File: src/rtl/ret_pwr_ctrl.sv
// ret_pwr_ctrl: always-on power sequencer for one retention domain.
// Drives clock gate, isolation, SAVE/NRESTORE and the power switch, and
// watches PWR_GOOD with a shared saturating cycle counter for timeouts.
module ret_pwr_ctrl #(
  parameter int unsigned SAVE_CYC    = 2,
  parameter int unsigned RESTORE_CYC = 2,
  parameter int unsigned PWR_TIMEOUT = 255,
  parameter int unsigned CNT_W       = 8
) (
  input  logic       CP,
  input  logic       CDN,
  input  logic       PD_REQ,
  input  logic       PWR_GOOD,
  output logic       PD_ACK,
  output logic       CLK_EN,
  output logic       ISO_EN,
  output logic       SAVE,
  output logic       NRESTORE,
  output logic       PWR_EN,
  output logic       ERR,
  output logic [3:0] STATE
);

  typedef enum logic [3:0] {
    ST_ON       = 4'd0,
    ST_CLK_STOP = 4'd1,
    ST_ISOLATE  = 4'd2,
    ST_SAVE     = 4'd3,
    ST_PWR_DN   = 4'd4,
    ST_OFF      = 4'd5,
    ST_PWR_UP   = 4'd6,
    ST_RESTORE  = 4'd7,
    ST_DEISO    = 4'd8
  } state_t;

  localparam logic [CNT_W-1:0] CNT_MAX      = '1;
  localparam logic [CNT_W-1:0] SAVE_LAST    = CNT_W'(SAVE_CYC - 1);
  localparam logic [CNT_W-1:0] RESTORE_LAST = CNT_W'(RESTORE_CYC - 1);
  // Counter starts at 0 on state entry, so the edge that would take it to
  // PWR_TIMEOUT is the one where it currently holds PWR_TIMEOUT-1.
  localparam logic [CNT_W-1:0] TMO_LAST     = CNT_W'(PWR_TIMEOUT - 1);

  state_t           state_q, state_d;
  logic [CNT_W-1:0] cnt_q, cnt_d;
  logic             err_q, err_d;
  logic             clk_en_d, iso_en_d, save_d, nrestore_d, pwr_en_d, pd_ack_d;
  logic             timeout;

  assign timeout = (cnt_q == TMO_LAST);

  // Next-state, sticky error and counter update.
  always_comb begin
    state_d = state_q;
    err_d   = err_q;
    cnt_d   = cnt_q;
    unique case (state_q)
      ST_ON:       if (PD_REQ) state_d = ST_CLK_STOP;
      ST_CLK_STOP: state_d = ST_ISOLATE;
      ST_ISOLATE:  state_d = ST_SAVE;
      ST_SAVE:     if (cnt_q == SAVE_LAST) state_d = ST_PWR_DN;
      ST_PWR_DN: begin
        if (!PWR_GOOD) begin
          state_d = ST_OFF;
        end else if (timeout) begin
          state_d = ST_OFF;
          err_d   = 1'b1;
        end
      end
      ST_OFF:      if (!PD_REQ) state_d = ST_PWR_UP;
      ST_PWR_UP: begin
        if (PWR_GOOD)     state_d = ST_RESTORE;
        else if (timeout) err_d   = 1'b1;
      end
      ST_RESTORE:  if (cnt_q == RESTORE_LAST) state_d = ST_DEISO;
      ST_DEISO:    state_d = ST_ON;
      default:     state_d = ST_ON;
    endcase
    if (state_d != state_q)  cnt_d = '0;
    else if (cnt_q != CNT_MAX) cnt_d = cnt_q + 1'b1;
  end

  // Output decode of the next state; registered below so each output is a
  // flop that tracks the state register exactly.
  always_comb begin
    clk_en_d   = 1'b0;
    iso_en_d   = 1'b1;
    save_d     = 1'b0;
    nrestore_d = 1'b1;
    pwr_en_d   = 1'b1;
    pd_ack_d   = 1'b0;
    unique case (state_d)
      ST_ON:       begin clk_en_d = 1'b1; iso_en_d = 1'b0; end
      ST_CLK_STOP: iso_en_d   = 1'b0;
      ST_ISOLATE:  ;
      ST_SAVE:     save_d     = 1'b1;
      ST_PWR_DN:   pwr_en_d   = 1'b0;
      ST_OFF:      begin pwr_en_d = 1'b0; pd_ack_d = 1'b1; end
      ST_PWR_UP:   ;
      ST_RESTORE:  nrestore_d = 1'b0;
      ST_DEISO:    iso_en_d   = 1'b0;
      default:     begin clk_en_d = 1'b1; iso_en_d = 1'b0; end
    endcase
  end

  // State, counter, error and output registers with asynchronous reset.
  always_ff @(posedge CP or negedge CDN) begin
    if (!CDN) begin
      state_q  <= ST_ON;
      cnt_q    <= '0;
      err_q    <= 1'b0;
      CLK_EN   <= 1'b1;
      ISO_EN   <= 1'b0;
      SAVE     <= 1'b0;
      NRESTORE <= 1'b1;
      PWR_EN   <= 1'b1;
      PD_ACK   <= 1'b0;
    end else begin
      state_q  <= state_d;
      cnt_q    <= cnt_d;
      err_q    <= err_d;
      CLK_EN   <= clk_en_d;
      ISO_EN   <= iso_en_d;
      SAVE     <= save_d;
      NRESTORE <= nrestore_d;
      PWR_EN   <= pwr_en_d;
      PD_ACK   <= pd_ack_d;
    end
  end

  assign ERR   = err_q;
  assign STATE = state_q;

endmodule
File: config.mk
export PLATFORM = sky130hd
export DESIGN_NAME = ret_pwr_ctrl
export DESIGN_NICKNAME = d
export VERILOG_FILES = /design/src/rtl/ret_pwr_ctrl.sv
export SDC_FILE = /design/constraint.sdc
export NUM_CORES = 1
export LEC_CHECK = 0
export CAP_MARGIN = 20
export CORE_UTILIZATION = 49
export CTS_BUF_LIST = sky130_fd_sc_hd__clkbuf_2 sky130_fd_sc_hd__clkbuf_4 sky130_fd_sc_hd__clkbuf_8
export CTS_CLUSTER_SIZE = 16
export DETAILED_ROUTE_END_ITERATION = 16
export GPL_TIMING_DRIVEN = 0
export PLACE_DENSITY = 0.76
export SLEW_MARGIN = 5
export SYNTH_ARGS = -nofsm -noshare
export SYNTH_HDL_FRONTEND = slang
export SYNTH_SLANG_ARGS = --single-unit
export TNS_END_PERCENT = 20
File: constraint.sdc
create_clock -name CP -period 1.7 [get_ports CP]
set_input_delay 0.51 -clock CP [delete_from_list [all_inputs] [get_ports CP]]
set_output_delay 0.51 -clock CP [all_outputs]
set_load 0.005 [all_outputs]
## After elaboration in Yosys (flattened, before gate mapping)

Cells that the tools add are included.
W data, S select, Z words.

- Output and inout port bits: 11
- Bits in registers: 19
- Logic and storage cells: 58
- Input port bits: 4

- Reductions and logical operators: 7
- $add $sub $neg: 1
- Equality and inequality tests: 21
- Multiplexer cells: 20

Operator list:

| kind | number |
|---|---|
| $eq A4 B3 Y1 const B | 8 |
| $pmux W4 S8 | 1 |
| $mux W4 | 7 |
| $eq A4 B2 Y1 const B | 4 |
| $mux W8 | 2 |
| $mux W1 | 9 |
| $add A8 B1 Y8 const B | 1 |
| $eq A4 B1 Y1 const B | 2 |
| $eq A8 B1 Y1 const B | 1 |
| $eq A8 B8 Y1 const B | 1 |
| $ne A8 B8 Y1 const B | 1 |
| $reduce_or A8 Y1 | 1 |
| $reduce_or A6 Y1 | 1 |
| $eq A4 B4 Y1 const B | 1 |
| $logic_not A4 Y1 | 1 |
| $ne A2 B2 Y1 const B | 2 |
| $ne A4 B4 Y1 | 1 |
| $reduce_bool A2 Y1 | 2 |
| $reduce_and A3 Y1 | 1 |
| $pmux W1 S2 | 1 |
| $reduce_or A2 Y1 | 1 |

## Logic depth before layout (Yosys ltp)

Gate-level depths: netlist of run 1.

- Depth in word-level cells: 7
- Depth in mapped cells: 6
- Gate-level depth less buffers: 6

## Least setup slack after synthesis of run 1

OpenSTA, ideal clock, no wires.

- Path type: register to register
- From: register cnt_q[0]
- To: register cnt_q[7]
- Buffers on the path: 0
- Clock period less this slack: 1.574 ns
- Path slack: 0.126 ns
- Stages on the path, launching flop included: 6
- Data arrival time: 1.480 ns
- Path through: dfrtp_1 > ha_1 > nand3_1 > o211ai_1 > or4_1 > a211oi_1

- Longest elaborated chain between the ends: 6

RTL lines:

| element | RTL line | text |
|---|---|---|
| from (decl) | 44 | `logic [CNT_W-1:0] cnt_q, cnt_d;` |
| from (signal assigned) | 119 | `cnt_q <= cnt_d;` |
| $eq A8 B8 Y1 | 49 | `assign timeout = (cnt_q == TMO_LAST);` |
| $mux W4 | 64 | `end else if (timeout) begin` |
| $mux W4 | 62 | `if (!PWR_GOOD) begin` |
| $pmux W4 S8 | 56 | `unique case (state_q)` |
| $ne A4 B4 Y1 | 78 | `if (state_d != state_q) cnt_d = '0;` |
| $mux W8 / $reduce_bool A2 Y1 (equally long branches) | n/a |  |

Parallel ways exist; a longest one is shown, timed or not. The select of a mux whose other input is x is not followed.
A chain may end at the register's enable or synchronous reset.

## Final worst setup path of run 1

- From: register err_q (netlist: ERR)
- To: output ERR

RTL lines:

| element | RTL line | text |
|---|---|---|
| from (decl) | 45 | `logic err_q, err_d;` |
| from (signal assigned) | 120 | `err_q <= err_d;` |
| to (decl) | 20 | `output logic ERR,` |

No word-level cell between the ends.

==> metrics.md, run 1 <==
| Metric | Value |
|---|---|
| Status | `finished clean` |
| Core area | `1821 um^2` |
| Mapped Nets | `roughly 110` |
| Final Slew Violations | `0` |
| CP endpoint kind | `output port` |
| Met3 Use GR | `about 2.3%` |
| Switching power total | `0.7589 mW` |
| Hold endpoint | `ERR` |
| Slowest CP cell | `clkdlybuf4s50_1` |
| Placed Instances | `140` |
| Clock tree sinks | `19` |
| Detailed-route DRC error count | `0` |
| Min Tclk post-route | `1660 ps` |
| Die X-Extent | `~47 um` |
| HP Class | `reg2reg` |
| Worst Tran Pin Value | `804.5 ps` |
| CTS tree | `built` |
| R2r setup slk | `90 ps` |
| Synth Instances | `101` |
| Crit start category | `flip-flop` |
| CP top delay family | `buffers and inverters` |
| Post-DR wirelength/cell | `14.75 um` |
| Core Rows | `15` |
| FF+latch count, synth | `19` |
| Lkg Pwr | `0.5378 nW` |
| I/O pin cnt | `15` |
| Gr ovfl total | `0` |
| Endpoints failing setup | `0` |
| Area grow syn2layout | `24.75%` |
| Final hold vios | `0` |
| Flop pwr share | `38.3%` |
| Logic gate share of total power | `between 40% and 50%` |
| Vias in the first global route | `760` |
| CTS buffer count | `3` |
| Ratio of cells with drive above 1 in the final layout | `23.97%` |
| Reg2reg end | `cnt_q[7]` |
| Effective utilization at floorplan | `54.98%` |
| Clk Latency, worst-skew pair | `290 ps` |
| Met1 usage | `between 20 and 30%` |
| Most frequent cells in the layout | `dfrtp_1 (12), nor3_1 (12), dlygate4sd2_1 (7)` |
| CP max stage delay | `500 ps` |
| Number of DRC markers in iteration 0 | `24` |
| Finished Core Util | `68.59%` |
| Most Crowded Layer GR | `met2` |
| Max-cap violations | `0` |
| Vias | `860` |
| Seq/Total Area, Yosys | `47.88%` |
| Required time of the critical path | `1190 ps` |
| Largest net degree at the start of global routing | `20` |
| RSZ-0062 raised after global routing | `yes` |
| Worst r2r src | `cnt_q[0]` |
| Clk pwr share | `12.2%` |
| Worst reg-to-reg path cell count | `5` |
| Final wirelength | `approximately 2.2 mm` |
| Power density cells | `1474 nW/um^2` |
| TritonRoute pass-1 iters | `4` |
| Setup CP Type | `reg2out` |
| NumNets Final | `129` |
| Largest buffer count on any clock path | `2` |
| Clock transition at path regs | `110 ps` |
| GRT Overall Usage | `22.17%` |
| WP buf/inv | `1` |
| Fillers | `144` |
| GR Util met2 | `38.06%` |
| Root Driver | `clkbuf_4` |
| Final Skew | `1.371 ps` |
| Die height | `approximately 47 um` |
| Fin crit share | `97.65%` |
| Initial antenna violation count | `0` |
| WP data arrival | `1150 ps` |
| H-tree Lvls | `1` |
| IO buf count | `14` |
| Post-Syn Area per Cell | `9.910 um^2` |
| Detail Placement HPWL | `about 1.5 mm` |
| WP depth | `1` |
| Achievable Freq | `602.4 MHz` |
| Hold Crit Depth | `1` |
| Power Internal | `1.081 mW` |
| Post-synth cell types | `35` |
| Synth Warn # | `0` |
| Worst Path Max Fanout | `2` |
| Routability cong. | `a little over 0.8` |
| Diode count | `0` |
| DIE AREA | `2227 um^2` |
| Relative slew margins | `46.20%` |
| First-pass GRT wire length | `3.408 mm` |
| Syn Std Cell Area | `1001 um^2` |
| VDD IR-drop max | `0.8003 mV` |
| CP Launch Point | `ERR` |
| Worst hold slack | `470.3 ps` |
| Worst path cell trace | `clkdlybuf4s50_1` |
| Switching Share | `41.24%` |
| Non-filler cells in the finished layout | `146` |
| Routed Antenna Nets | `0` |
| DR vias/cell | `approximately 5.9` |
| Min-delay src | `ERR` |
==> cell type report <==
class                           count  area [um^2]  area share [%]
Inverter                            6        22.52           1.804
Clock inverter                      1        5.005          0.4008
Tap cell                           25        31.28           2.505
Timing Repair Buffer               16        148.9           11.92
Sequential cell                    19        484.2           38.78
Multi-Input combinational cell     73        520.5           41.68
Clock buffer                        3        22.52           1.804
Buffer                              3        13.76           1.102
==> worst max-delay path by stage <==
stage / end / slack (ps)
2_1_floorplan: cnt_q[7] / 130
3_3_place_gp: cnt_q[3] / -370
3_5_place_dp: cnt_q[3] / -400
4_1_cts: STATE[1] / 4
5_1_grt: STATE[2] / -1
6_report: ERR / 40
==> registers in the layout (all words and copies together), names as in the netlist <==
name / count
NRESTORE: 1
cnt_q: 8
ERR: 1
STATE: 4
ISO_EN: 1
SAVE: 1
PWR_EN: 1
PD_ACK: 1
CLK_EN: 1
==> cells by family after synthesis <==
| kind of cell | after synthesis | share of synthesized area [%] |
|---|---|---|
| AO/OA/AOI/OAI | 21 | 14.88 |
| XOR/XNOR | 6 | 5.250 |
| adder cells (fa/ha/maj) | 3 | 3.750 |
| buffers and inverters | 9 | 3.625 |
| flip-flops | 19 | 47.88 |
| multiplexers | 1 | 1.125 |
| AND/OR/NAND/NOR | 42 | 23.50 |
==> per-layer routing <==
layer,vias to the layer above,routed length (um)
li1,408,-
met5,-,0
met4,0,52
met2,34,1006
met3,14,128
met1,404,967
==> through the flow <==
| step | instance area [um^2] | TNS [ps] | power [mW] | setup slack [ps] |
|---|---|---|---|---|
| finish | 1249 | 0 | 1.840 | 39.93 |
| global route | 1249 | -1.224 | 1.975 | -1.224 |
| CTS | 1217 | 0 | 1.799 | 4.085 |
| detailed placement | 1172 | -3226 | 1.561 | -397.6 |
| global placement | 1172 | -3075 | 1.537 | -371.7 |
| floorplan | 1001 | 0 | 1.216 | 125.6 |
==> worst register-to-register path, stage by stage (launching register included) <==
cell      delay (ps)
dfrtp_2          450
ha_2             210
nand3_2          110
o211ai_1         120
or4_1            410
a211oi_1         230
==> power groups by stage <==
stage	sequential, mW	clock, mW	combinational, mW
3_3_place_gp	0.708	0	0.830
6_report	0.705	0.224	0.911
4_1_cts	0.705	0.232	0.862
3_5_place_dp	0.711	0	0.850
2_1_floorplan	0.703	0	0.514
5_1_grt	0.724	0.245	1.01
==> synthesized netlist by cell type (all sizes together) <==
cell type  number  area [um^2]
dfrtp          16        400.4
nor3           12        60.06
nand2           7        26.28
nor2            7        26.28
inv             6        22.52
nand3           6        30.03
o21ai           4        23.77
xor2            4        35.03
dfstp           3        78.83
ha              3        37.54
o211ai          3        22.52
a211oi          2        15.01
a21oi           2        10.01
a31o            2        17.52
buf             2        10.01
nand4           2        27.53
nor4b           2        17.52
o31ai           2        15.01
or4             2        18.77
xnor2           2        17.52
a211o           1        8.760
a21boi          1        7.510
a21o            1        7.510
a31oi           1        6.260
and2            1        6.260
and3            1        6.260
and4            1        10.01
clkbuf          1        3.750
mux2            1        11.26
o2111ai         1        8.760
o22ai           1        6.260
or2             1        6.260
==> timing repair <==
item | CTS | global route
hold endpoints to repair | 0 | 0
setup buffers | 0 | 2
setup endpoints to repair | 15 | 10
hold buffers | 0 | 0
gates resized for setup | 14 | 6
(Power assumes the default switching activity.)
==> run 2: changes to the inputs <==
- CORE_UTILIZATION: 49 -> 40
- PLACE_DENSITY: 0.76 -> not set
==> run 2 against run 1 <==
Die area rose by 22%. Maximum frequency rose by 1.9%. Sequential share of layout area fell by 0.72 points. Critical path depth did not move. Sequential power fell by 0.7%. Setup slack improved by 32 ps. Cell count rose by 2.7%. First-iteration DRC count fell by 79%. Count of clock-buffer cells in the layout rose by 1. Critical path type unchanged.
==> metrics.md, run 2 (synthesized netlist as in run 1, its figures left out) <==
| Metric | Value |
|---|---|
| Clk Latency, worst-skew pair | `290 ps (about the same)` |
| Detailed-route DRC error count | `0 (unchanged)` |
| CP top delay family | `buffers and inverters` |
| Final Skew | `5.840 ps (+4.469 ps)` |
| Routed Antenna Nets | `0 (unchanged)` |
| Clock transition at path regs | `100 ps (about the same)` |
| Required time of the critical path | `1190 ps (about the same)` |
| Achievable Freq | `614.1 MHz (+1.9%)` |
| Fin crit share | `95.80% (-1.9 points)` |
| CTS buffer count | `3 (unchanged)` |
| GRT Overall Usage | `17.80% (-4.4 points)` |
| Initial antenna violation count | `0 (unchanged)` |
| Min Tclk post-route | `1629 ps (-31.56 ps)` |
| Final wirelength | `2.129 mm (-1.1%)` |
| Final Slew Violations | `0 (unchanged)` |
| Die height | `52.03 um (+10%)` |
| First-pass GRT wire length | `3.532 mm (+3.6%)` |
| Vias | `855 (-0.58%)` |
| WP buf/inv | `1 (unchanged)` |
| Clock tree sinks | `19 (unchanged)` |
| Relative slew margins | `43.44% (-2.8 points)` |
| Root Driver | `clkbuf_4` |
| Area grow syn2layout | `27.12%` |
| WP data arrival | `1120 ps (-30 ps)` |
| Endpoints failing setup | `0 (unchanged)` |
| Final worst setup slack | `71.48 ps (+31.56 ps)` |
| Fillers | `219 (+52%)` |
| Post-Route Setup TNS | `0 ps (unchanged)` |
| CP max stage delay | `490 ps (about the same)` |
| Slowest CP cell | `clkdlybuf4s50_1` |
| DP Worst Slack | `-393.3 ps (+4.346 ps)` |
| Gr ovfl total | `0 (unchanged)` |
| Number of DRC markers in iteration 0 | `5 (-79%)` |
| Core area | `2276 um^2 (+25%)` |
| VDD IR-drop max | `0.7398 mV (-7.6%)` |
| Diode count | `0 (unchanged)` |
| Worst Tran Pin Value | `845.8 ps (+41.34 ps)` |
| Ratio of cells with drive above 1 in the final layout | `25.41% (+1.4 points)` |
| Core Rows | `17 (+2)` |
| Non-filler cells in the finished layout | `150 (+2.7%)` |
| Placed Instances | `143 (+2.1%)` |
| Cts hold-fix bufs | `0 (unchanged)` |
| NumNets Final | `130 (+0.78%)` |
| Die X-Extent | `52.03 um (+10%)` |
| I/O pin cnt | `15 (unchanged)` |
| Most frequent cells in the layout | `dfrtp_1 (12), nor3_1 (12), dlygate4sd2_1 (8)` |
| DIE AREA | `2707 um^2 (+22%)` |
| RSZ-0062 raised after global routing | `yes` |
| Worst Path Max Fanout | `1 (-1)` |
| Status | `finished clean` |
| Routability cong. | `0.8075 (+0.36%)` |
| HP Class | `reg2reg` |
| Largest net degree at the start of global routing | `20 (unchanged)` |
| Lkg Pwr | `0.5609 nW (+4.3%)` |
| Largest buffer count on any clock path | `2 (unchanged)` |
| Max-cap violations | `0 (unchanged)` |
| Detail Placement HPWL | `1.451 mm (-1.7%)` |
| Finished Core Util | `55.91% (-13 points)` |
| Crit start category | `flip-flop` |
| Setup CP Type | `reg2out` |
| CP endpoint kind | `output port` |
| CTS tree | `built` |
| TritonRoute pass-1 iters | `4 (unchanged)` |
| IO buf count | `14 (unchanged)` |
| DR vias/cell | `5.700 (-3.2%)` |
| Post-DR wirelength/cell | `14.19 um (-3.8%)` |
| Worst path cell trace | `clkdlybuf4s50_1` |
| Max reg flops | `8 (unchanged)` |
| Effective utilization at floorplan | `43.98% (-11 points)` |
| Final hold vios | `0 (unchanged)` |
| H-tree Lvls | `1 (unchanged)` |
| Vias in the first global route | `767 (+0.92%)` |
| Largest Register | `cnt_q` |
| Power density cells | `1464 nW/um^2 (-0.68%)` |
==> run 2: routing by layer <==
metal,share of wire [%],vias to the layer above,track usage [%],wire length (um)
li1,-,413,-,-
met1,50,419,25.92,1057
met2,46,19,25.43,978
met3,3.4,4,2.924,72
met4,0.99,0,8.108,21
met5,0,-,0,0
==> run 2: final cells by class <==
class                   count  area (um^2)  share of cell area, %
plain buffers               3        13.76                  1.082
clock buffers               4        30.03                  2.360
inverters                   6        22.52                  1.770
multi-input cells          73        531.8                  41.79
flip-flops and latches     19        484.2                  38.05
well taps                  28        35.03                  2.753
repair buffers             17        155.1                  12.19
==> run 2: repair_timing <==
action	in CTS	in global routing
endpoints found under the setup margin	16	11
pin swaps	0	1
gates resized for setup	15	7
buffers inserted	0	3
cloned	0	0
==> run 2: through the flow <==
step / power (mW) / hold WS [ps] / cell area (um^2)
6_report: 1.862 / 469.7 / 1272
5_1_grt: 2.023 / 500.7 / 1272
4_1_cts: 1.794 / 475.6 / 1221
3_5_place_dp: 1.550 / 445.7 / 1176
3_3_place_gp: 1.544 / 448.0 / 1176
2_1_floorplan: 1.216 / 214.4 / 1001
==> run 2: power breakdown <==
part           leakage, nW  switching (mW)  internal (mW)
clock network       0.0184           0.136          0.107
logic                0.310           0.513          0.406
registers            0.232          0.0954          0.604
==> run 2: final timing paths <==
kind / startpoint / to / slack [ps] / depth (start not counted)
max in group asynchronous: CDN / STATE[3] / 430 / 1
hold reg to reg: ERR / ERR / 470 / 1
setup / recovery: ISO_EN / ISO_EN / 70 / 1
setup reg to reg: cnt_q[0] / cnt_q[6] / 70 / 7
min in group asynchronous: CDN / cnt_q[7] / 690 / 1
hold / removal: ERR / ERR / 470 / 1
==> run 3: changes to the inputs <==
- SLEW_MARGIN: 5 -> 10
==> results of run 3 <==
No change in the layout: final DEF, timing and power equal those of run 2.
